===== src/rtl/wb_stage_p.sv =====
// Write-back pipeline stage: captures the M-stage entry, decodes its class,
// selects/extends the write data, and counts retired instructions.
module wb_stage_p #(
   parameter int unsigned LINK_OFF    = 8,
   parameter int unsigned CNT_W       = 32,
   parameter int unsigned ZERO_REG_WE = 0
) (
   input  logic             clk,
   input  logic             reset,
   input  logic             in_valid,
   input  logic [31:0]      instr_m,
   input  logic [31:0]      pc_m,
   input  logic [31:0]      aluout_m,
   input  logic [31:0]      memdata_m,
   input  logic             wb_stall,
   input  logic             flush,
   output logic             wb_valid,
   output logic             reg_we,
   output logic [4:0]       wb_addr,
   output logic [31:0]      wb_data,
   output logic [31:0]      bypass_instr,
   output logic             bypass_cal_r,
   output logic             bypass_cal_i,
   output logic             is_jal,
   output logic             is_jalr,
   output logic             align_err,
   output logic [CNT_W-1:0] retire_cnt
);

   localparam logic [5:0] OP_SPECIAL = 6'b000000;
   localparam logic [5:0] OP_JAL     = 6'b000011;
   localparam logic [5:0] OP_ADDI    = 6'b001000;
   localparam logic [5:0] OP_ADDIU   = 6'b001001;
   localparam logic [5:0] OP_SLTI    = 6'b001010;
   localparam logic [5:0] OP_SLTIU   = 6'b001011;
   localparam logic [5:0] OP_ANDI    = 6'b001100;
   localparam logic [5:0] OP_ORI     = 6'b001101;
   localparam logic [5:0] OP_XORI    = 6'b001110;
   localparam logic [5:0] OP_LUI     = 6'b001111;
   localparam logic [5:0] OP_LB      = 6'b100000;
   localparam logic [5:0] OP_LH      = 6'b100001;
   localparam logic [5:0] OP_LW      = 6'b100011;
   localparam logic [5:0] OP_LBU     = 6'b100100;
   localparam logic [5:0] OP_LHU     = 6'b100101;
   localparam logic [5:0] FN_JR      = 6'b001000;
   localparam logic [5:0] FN_JALR    = 6'b001001;

   logic             r_valid;
   logic [31:0]      r_instr;
   logic [31:0]      r_pc;
   logic [31:0]      r_alu;
   logic [31:0]      r_mem;
   logic [CNT_W-1:0] r_cnt;

   logic [5:0]  w_op;
   logic [5:0]  w_funct;
   logic        w_cal_r;
   logic        w_cal_i;
   logic        w_load;
   logic        w_jal;
   logic        w_jalr;
   logic        w_align;
   logic [4:0]  w_addr;
   logic [31:0] w_load_data;
   logic [31:0] w_data;
   logic [7:0]  w_byte;
   logic [15:0] w_half;

   // Pipeline register: flush beats stall beats capture; bubbles are all-zero.
   always_ff @(posedge clk or posedge reset) begin
      if (reset) begin
         r_valid <= 1'b0;
         r_instr <= '0;
         r_pc    <= '0;
         r_alu   <= '0;
         r_mem   <= '0;
      end else if (flush) begin
         r_valid <= 1'b0;
         r_instr <= '0;
         r_pc    <= '0;
         r_alu   <= '0;
         r_mem   <= '0;
      end else if (!wb_stall) begin
         r_valid <= in_valid;
         r_instr <= in_valid ? instr_m   : 32'h0;
         r_pc    <= in_valid ? pc_m      : 32'h0;
         r_alu   <= in_valid ? aluout_m  : 32'h0;
         r_mem   <= in_valid ? memdata_m : 32'h0;
      end
   end

   // Retire counter: a valid entry leaving WB without flush or stall.
   always_ff @(posedge clk or posedge reset) begin
      if (reset) begin
         r_cnt <= '0;
      end else if (r_valid && !wb_stall && !flush) begin
         r_cnt <= r_cnt + CNT_W'(1);
      end
   end

   assign w_op    = r_instr[31:26];
   assign w_funct = r_instr[5:0];

   // Instruction class decode; every flag is gated by entry validity.
   always_comb begin
      w_cal_r = 1'b0;
      w_cal_i = 1'b0;
      w_load  = 1'b0;
      w_jal   = 1'b0;
      w_jalr  = 1'b0;
      if (r_valid) begin
         case (w_op)
            OP_SPECIAL: begin
               w_jalr  = (w_funct == FN_JALR);
               w_cal_r = (w_funct != FN_JALR) && (w_funct != FN_JR);
            end
            OP_ADDI, OP_ADDIU, OP_SLTI, OP_SLTIU,
            OP_ANDI, OP_ORI, OP_XORI, OP_LUI: w_cal_i = 1'b1;
            OP_LB, OP_LH, OP_LW, OP_LBU, OP_LHU: w_load = 1'b1;
            OP_JAL:  w_jal = 1'b1;
            default: ;
         endcase
      end
   end

   // Load lane selection, extension and misalignment detection.
   always_comb begin
      w_byte      = r_mem[7:0];
      w_half      = r_alu[1] ? r_mem[31:16] : r_mem[15:0];
      w_load_data = r_mem;
      w_align     = 1'b0;
      case (r_alu[1:0])
         2'd0:    w_byte = r_mem[7:0];
         2'd1:    w_byte = r_mem[15:8];
         2'd2:    w_byte = r_mem[23:16];
         default: w_byte = r_mem[31:24];
      endcase
      case (w_op)
         OP_LB:  w_load_data = {{24{w_byte[7]}}, w_byte};
         OP_LBU: w_load_data = {24'h0, w_byte};
         OP_LH: begin
            w_load_data = {{16{w_half[15]}}, w_half};
            w_align     = r_alu[0];
         end
         OP_LHU: begin
            w_load_data = {16'h0, w_half};
            w_align     = r_alu[0];
         end
         OP_LW: begin
            w_load_data = r_mem;
            w_align     = (r_alu[1:0] != 2'd0);
         end
         default: ;
      endcase
      w_align = w_align & w_load;
   end

   // Destination register and write-data selection.
   always_comb begin
      w_addr = 5'd0;
      w_data = r_alu;
      if (w_cal_r || w_jalr) begin
         w_addr = r_instr[15:11];
      end else if (w_cal_i || w_load) begin
         w_addr = r_instr[20:16];
      end else if (w_jal) begin
         w_addr = 5'd31;
      end
      if (w_jal || w_jalr) begin
         w_data = r_pc + 32'(LINK_OFF);
      end else if (w_load) begin
         w_data = w_load_data;
      end
   end

   assign wb_valid     = r_valid;
   assign wb_addr      = w_addr;
   assign wb_data      = w_data;
   assign bypass_instr = r_instr;
   assign bypass_cal_r = w_cal_r;
   assign bypass_cal_i = w_cal_i;
   assign is_jal       = w_jal;
   assign is_jalr      = w_jalr;
   assign align_err    = w_align;
   assign reg_we       = (w_cal_r | w_cal_i | w_load | w_jal | w_jalr) & ~w_align &
                         ((w_addr != 5'd0) | (ZERO_REG_WE != 0));
   assign retire_cnt   = r_cnt;

endmodule


===== config.mk =====
export PLATFORM = sky130hd
export DESIGN_NAME = wb_stage_p
export DESIGN_NICKNAME = d
export VERILOG_FILES = /design/src/rtl/wb_stage_p.sv
export SDC_FILE = /design/constraint.sdc
export NUM_CORES = 1
export LEC_CHECK = 0
export BUFFER_PORTS_ARGS = -buffer_cell sky130_fd_sc_hd__buf_2
export CAP_MARGIN = 20
export CELL_PAD_IN_SITES_DETAIL_PLACEMENT = 2
export CELL_PAD_IN_SITES_GLOBAL_PLACEMENT = 2
export CORE_ASPECT_RATIO = 1.5
export CORE_MARGIN = 10
export CORE_UTILIZATION = 29
export DETAILED_ROUTE_END_ITERATION = 8
export PLACE_DENSITY = 0.82
export REMOVE_ABC_BUFFERS = 1
export SYNTH_ARGS = -nofsm -noshare
export SYNTH_HDL_FRONTEND = slang
export SYNTH_SLANG_ARGS = --single-unit

===== constraint.sdc =====
create_clock -name clk -period 4.4 [get_ports clk]
set_input_delay 0.22 -clock clk [delete_from_list [all_inputs] [get_ports clk]]
set_output_delay 0.22 -clock clk [all_outputs]
set_load 0.01 [all_outputs]

==> impl_metrics.xml <==
<?xml version="1.0" encoding="UTF-8"?>
<metrics>
  <group name="run_status">
    <metric name="outcome" unit="">complete, no violations</metric>
  </group>
  <group name="worst_setup_path">
    <metric name="timing.critical_path.from_type" unit="">flip-flop</metric>
    <metric name="worstSetupEndpointType" unit="">output port</metric>
    <metric name="timing.critical_path.slowest_cell_delay" unit="ps">820</metric>
    <metric name="critical_path.cell_chain" unit="">or4b_4 &gt; a211oi_4 &gt; o21ai_2 &gt; o21a_1 &gt; a22oi_2 &gt; buf_2</metric>
    <metric name="worst-endpoint-arrival" unit="ps">3250</metric>
    <metric name="cp_slowest_cell" unit="">sky130_fd_sc_hd__or4b_4</metric>
    <metric name="worst-setup-path-type" unit="">reg -&gt; out</metric>
    <metric name="worst_ep_required_time" unit="ps">4180</metric>
    <metric name="worstPathMaxFanout" unit="">35</metric>
  </group>
  <group name="clock_tree">
    <metric name="postCtsSetupBuffers" unit="">0</metric>
    <metric name="clock_buffer_count_from_cts" unit="">17</metric>
    <metric name="cts_clock_pin_slew_for_the_worst_setup_and_hold_paths" unit="ps">70</metric>
    <metric name="ctsHtreeMaxLevel" unit="">4</metric>
    <metric name="cts_max_path_buffers" unit="">2</metric>
    <metric name="cts.sinks" unit="">161</metric>
    <metric name="cts_tree" unit="">done</metric>
    <metric name="clock_insertion_delay_worst_skew" unit="ps">460</metric>
    <metric name="root_buffer" unit="">sky130_fd_sc_hd__clkbuf_16</metric>
  </group>
  <group name="logic_synthesis">
    <metric name="synth_common_cells" unit="">161 x sky130_fd_sc_hd__dfrtp_1, 128 x sky130_fd_sc_hd__a22o_1, 58 x sky130_fd_sc_hd__nand2_1, 45 x sky130_fd_sc_hd__clkbuf_1, 43 x sky130_fd_sc_hd__nor2_1</metric>
    <metric name="synth-seq-cells" unit="">161</metric>
    <metric name="yosys.area.top_type" unit="">sky130_fd_sc_hd__dfrtp_1</metric>
    <metric name="netlist_instances" unit="">762</metric>
    <metric name="synthSimpleGateAreaFrac" unit="%">12.6</metric>
    <metric name="synth.distinct_cells" unit="">58</metric>
    <metric name="synth_top_cell_area_share" unit="%">49.4</metric>
    <metric name="synth-compound-area-share" unit="%">24.4</metric>
    <metric name="most_instantiated_library_cell_after_synthesis" unit="">sky130_fd_sc_hd__dfrtp_1</metric>
    <metric name="synth_top_cells_by_area" unit="">sky130_fd_sc_hd__dfrtp_1 49%, sky130_fd_sc_hd__a22o_1 14%, sky130_fd_sc_hd__xnor2_1 3.8%</metric>
    <metric name="combinational_family_with_the_most_area_after_synthesis" unit="">compound AO/OA/AOI/OAI gates</metric>
    <metric name="post_synth_instance_area" unit="mm2">0.00816</metric>
    <metric name="proportion_of_synthesized_chip_area_in_sequential_cells" unit="%">49.4</metric>
    <metric name="synthXorXnorAreaFrac" unit="%">6.23</metric>
    <metric name="synthesis.yosys.warnings" unit="">0</metric>
    <metric name="synth-adder-area-share" unit="%">0.307</metric>
    <metric name="synth_edf_count" unit="">0</metric>
    <metric name="share_of_async_settable_or_async_resettable_flops_after_synthesis" unit="%">100</metric>
    <metric name="postSynthAreaPerCell" unit="um2">10.7</metric>
    <metric name="synth_flop_cell" unit="">sky130_fd_sc_hd__dfrtp_1</metric>
    <metric name="synth.mux.area_fraction" unit="%">3.02</metric>
  </group>
  <group name="global_routing">
    <metric name="track_usage" unit="%">21.4</metric>
    <metric name="remaining_global_route_overflow" unit="">0</metric>
    <metric name="grt_antenna_before_repair" unit="">2</metric>
    <metric name="grt_pass1_wl" unit="mm">57.9</metric>
    <metric name="grt_max_degree" unit="">130</metric>
    <metric name="grt_pass1_vias" unit="">9040</metric>
  </group>
  <group name="finish">
    <metric name="final_nets" unit="">1226</metric>
    <metric name="instances_no_fill" unit="">1452</metric>
    <metric name="syn_to_final_growth" unit="%">40.6</metric>
    <metric name="final_layout_size_suffix_gt1_share" unit="%">28.5</metric>
    <metric name="num-fill-cells" unit="">2929</metric>
  </group>
  <group name="route">
    <metric name="firstDrtPassIters" unit="">5</metric>
    <metric name="routed-via-count" unit="">7828</metric>
    <metric name="via_per_inst" unit="">5.39</metric>
    <metric name="route.detailed.wl_per_inst" unit="um">25.7</metric>
    <metric name="antenna_violating_nets_post_route" unit="">0</metric>
    <metric name="drt-total-wl" unit="mm">37.2</metric>
    <metric name="drc_viols" unit="">0</metric>
    <metric name="dr.first_iter.drc_count" unit="">372</metric>
  </group>
  <group name="floorplan">
    <metric name="fp-row-count" unit="">75</metric>
    <metric name="core_area" unit="mm2">0.0279</metric>
    <metric name="dieHeight" unit="um">225</metric>
    <metric name="floorplan.die.width" unit="um">157</metric>
    <metric name="io-pin-count" unit="">241</metric>
    <metric name="die_area" unit="mm2">0.0354</metric>
    <metric name="initial_utilization" unit="%">29.3</metric>
  </group>
  <group name="place">
    <metric name="globalplace.congestion" unit="">0.784</metric>
    <metric name="place_hpwl" unit="mm">23.9</metric>
    <metric name="io_buffers" unit="">240</metric>
    <metric name="placedCellCount" unit="">1299</metric>
  </group>
  <group name="sta">
    <metric name="grt_setup_unrepaired" unit="">false</metric>
    <metric name="finalSetupViolations" unit="">0</metric>
    <metric name="timing_worst_slew_pin_value" unit="ps">1000</metric>
    <metric name="final.hold.worst_slack" unit="ps">15.0</metric>
    <metric name="timing.final.max_slew_violations" unit="">0</metric>
    <metric name="final.period_utilization" unit="%">78.9</metric>
    <metric name="fin_worst_skew" unit="ps">6.97</metric>
    <metric name="min_period" unit="ps">3470</metric>
    <metric name="worst_slew_margin_rel" unit="%">32.8</metric>
    <metric name="fmax" unit="MHz">288</metric>
    <metric name="finalHoldViolCount" unit="">0</metric>
  </group>
  <group name="power_and_ir_drop">
    <metric name="p_per_area" unit="mW/mm2">317</metric>
    <metric name="peakVddDrop" unit="mV">0.278</metric>
    <metric name="power.leakage" unit="nW">5.39</metric>
  </group>
  <group name="run">
    <metric name="maxCapViolations" unit="">0</metric>
  </group>
  <group name="min_path">
    <metric name="min_path_type" unit="">in -&gt; reg</metric>
  </group>
</metrics>
power breakdown:
group / switching (W) / internal [W] / leakage (nW)
Sequential: 0.0000736 / 0.00154 / 2.19
Clock: 0.000703 / 0.000845 / 0.275
Combinational: 0.000242 / 0.000231 / 2.93
Total: 0.00102 / 0.00261 / 5.39
final timing paths:
path / cells past startpoint / to / start / slack [ps]
hold / removal: 2 / r_mem[13]$_DFFE_PP0P_ / memdata_m[13] / 20
setup reg to reg: 5 / retire_cnt[31]$_DFFE_PP0P_ / wb_valid$_DFFE_PP0P_ / 1930
min in group asynchronous: 3 / retire_cnt[27]$_DFFE_PP0P_ / reset / 470
hold reg to reg: 1 / retire_cnt[31]$_DFFE_PP0P_ / retire_cnt[31]$_DFFE_PP0P_ / 500
setup / recovery: 6 / wb_data[21] / bypass_instr[27]$_DFFE_PP0P_ / 930
max in group asynchronous: 4 / r_mem[0]$_DFFE_PP0P_ / reset / 2950
metal layers:
layer	GRT usage [%]	vias to the layer above	part of all wire [%]	wire, um
li1	-	3514	-	-
met1	23.7	4060	38	14100
met2	39.0	214	55	20500
met3	4.76	40	4.7	1750
met4	7.60	0	2.5	915
met5	0	-	0	0
cell families after synthesis:
group,after synthesis
multiplexers,14
XOR/XNOR,58
AND/OR/NAND/NOR,200
adder cells (fa/ha/maj),2
buffers and inverters,80
flip-flops,161
AO/OA/AOI/OAI,247
area by class of cell:
| cell class | instances | area, um2 | share of cell area, % |
|---|---|---|---|
| inverter | 21 | 83.8 | 0.731 |
| clock buffer | 18 | 429 | 3.74 |
| tap | 346 | 433 | 3.77 |
| antenna | 2 | 5.00 | 0.0436 |
| sequential | 161 | 4030 | 35.1 |
| clock inverter | 14 | 159 | 1.39 |
| multi-input combinational | 521 | 3820 | 33.4 |
| timing repair buffer | 369 | 2500 | 21.8 |
placed cells by master (no fill, tap or decap), drive strengths merged, types with 7 or more instances in the layout:
cell	count
a21oi	11
a221oi	12
a22o	128
a22oi	9
a311o	7
and3	13
and4	8
buf	250
clkbuf	18
dfrtp	161
dlygate4sd3	119
inv	24
mux4	8
nand2	58
nand3	27
nand4	13
nor2	43
nor4	10
o21ai	38
o22ai	16
xnor2	35
xor2	23
state kept, by name, summed over array words and instances, names as in the netlist:
signal / count
wb_valid: 1
r_pc: 32
r_alu: 32
retire_cnt: 32
bypass_instr: 32
r_mem: 32
critical path: cells and delay by family, from the launching register on:
kind	cells	cell delay, ps
flops	1	540
simple gates	1	820
compound gates	4	1230
buf+inv	1	190
timing repair:
action / in CTS / in global routing
hold buffers: 119 / 0
hold endpoints to repair: 195 / 0
gates resized for setup: 0 / 0
metrics by stage:
step | util [%] | area (um2) | setup slack (ps) | total power, W | TNS [ps]
2_1_floorplan | - | 7900 | -3440 | 0.00182 | -470030
3_3_place_gp | 34.7 | 9680 | 1460 | 0.00200 | 0
3_5_place_dp | 34.7 | 9680 | 1370 | 0.00202 | 0
4_1_cts | 41.1 | 11500 | 889 | 0.00365 | 0
5_1_grt | 41.1 | 11500 | 799 | 0.00378 | 0
6_report | 41.1 | 11500 | 928 | 0.00363 | 0
Note: power is estimated with default switching activity, not from simulation.
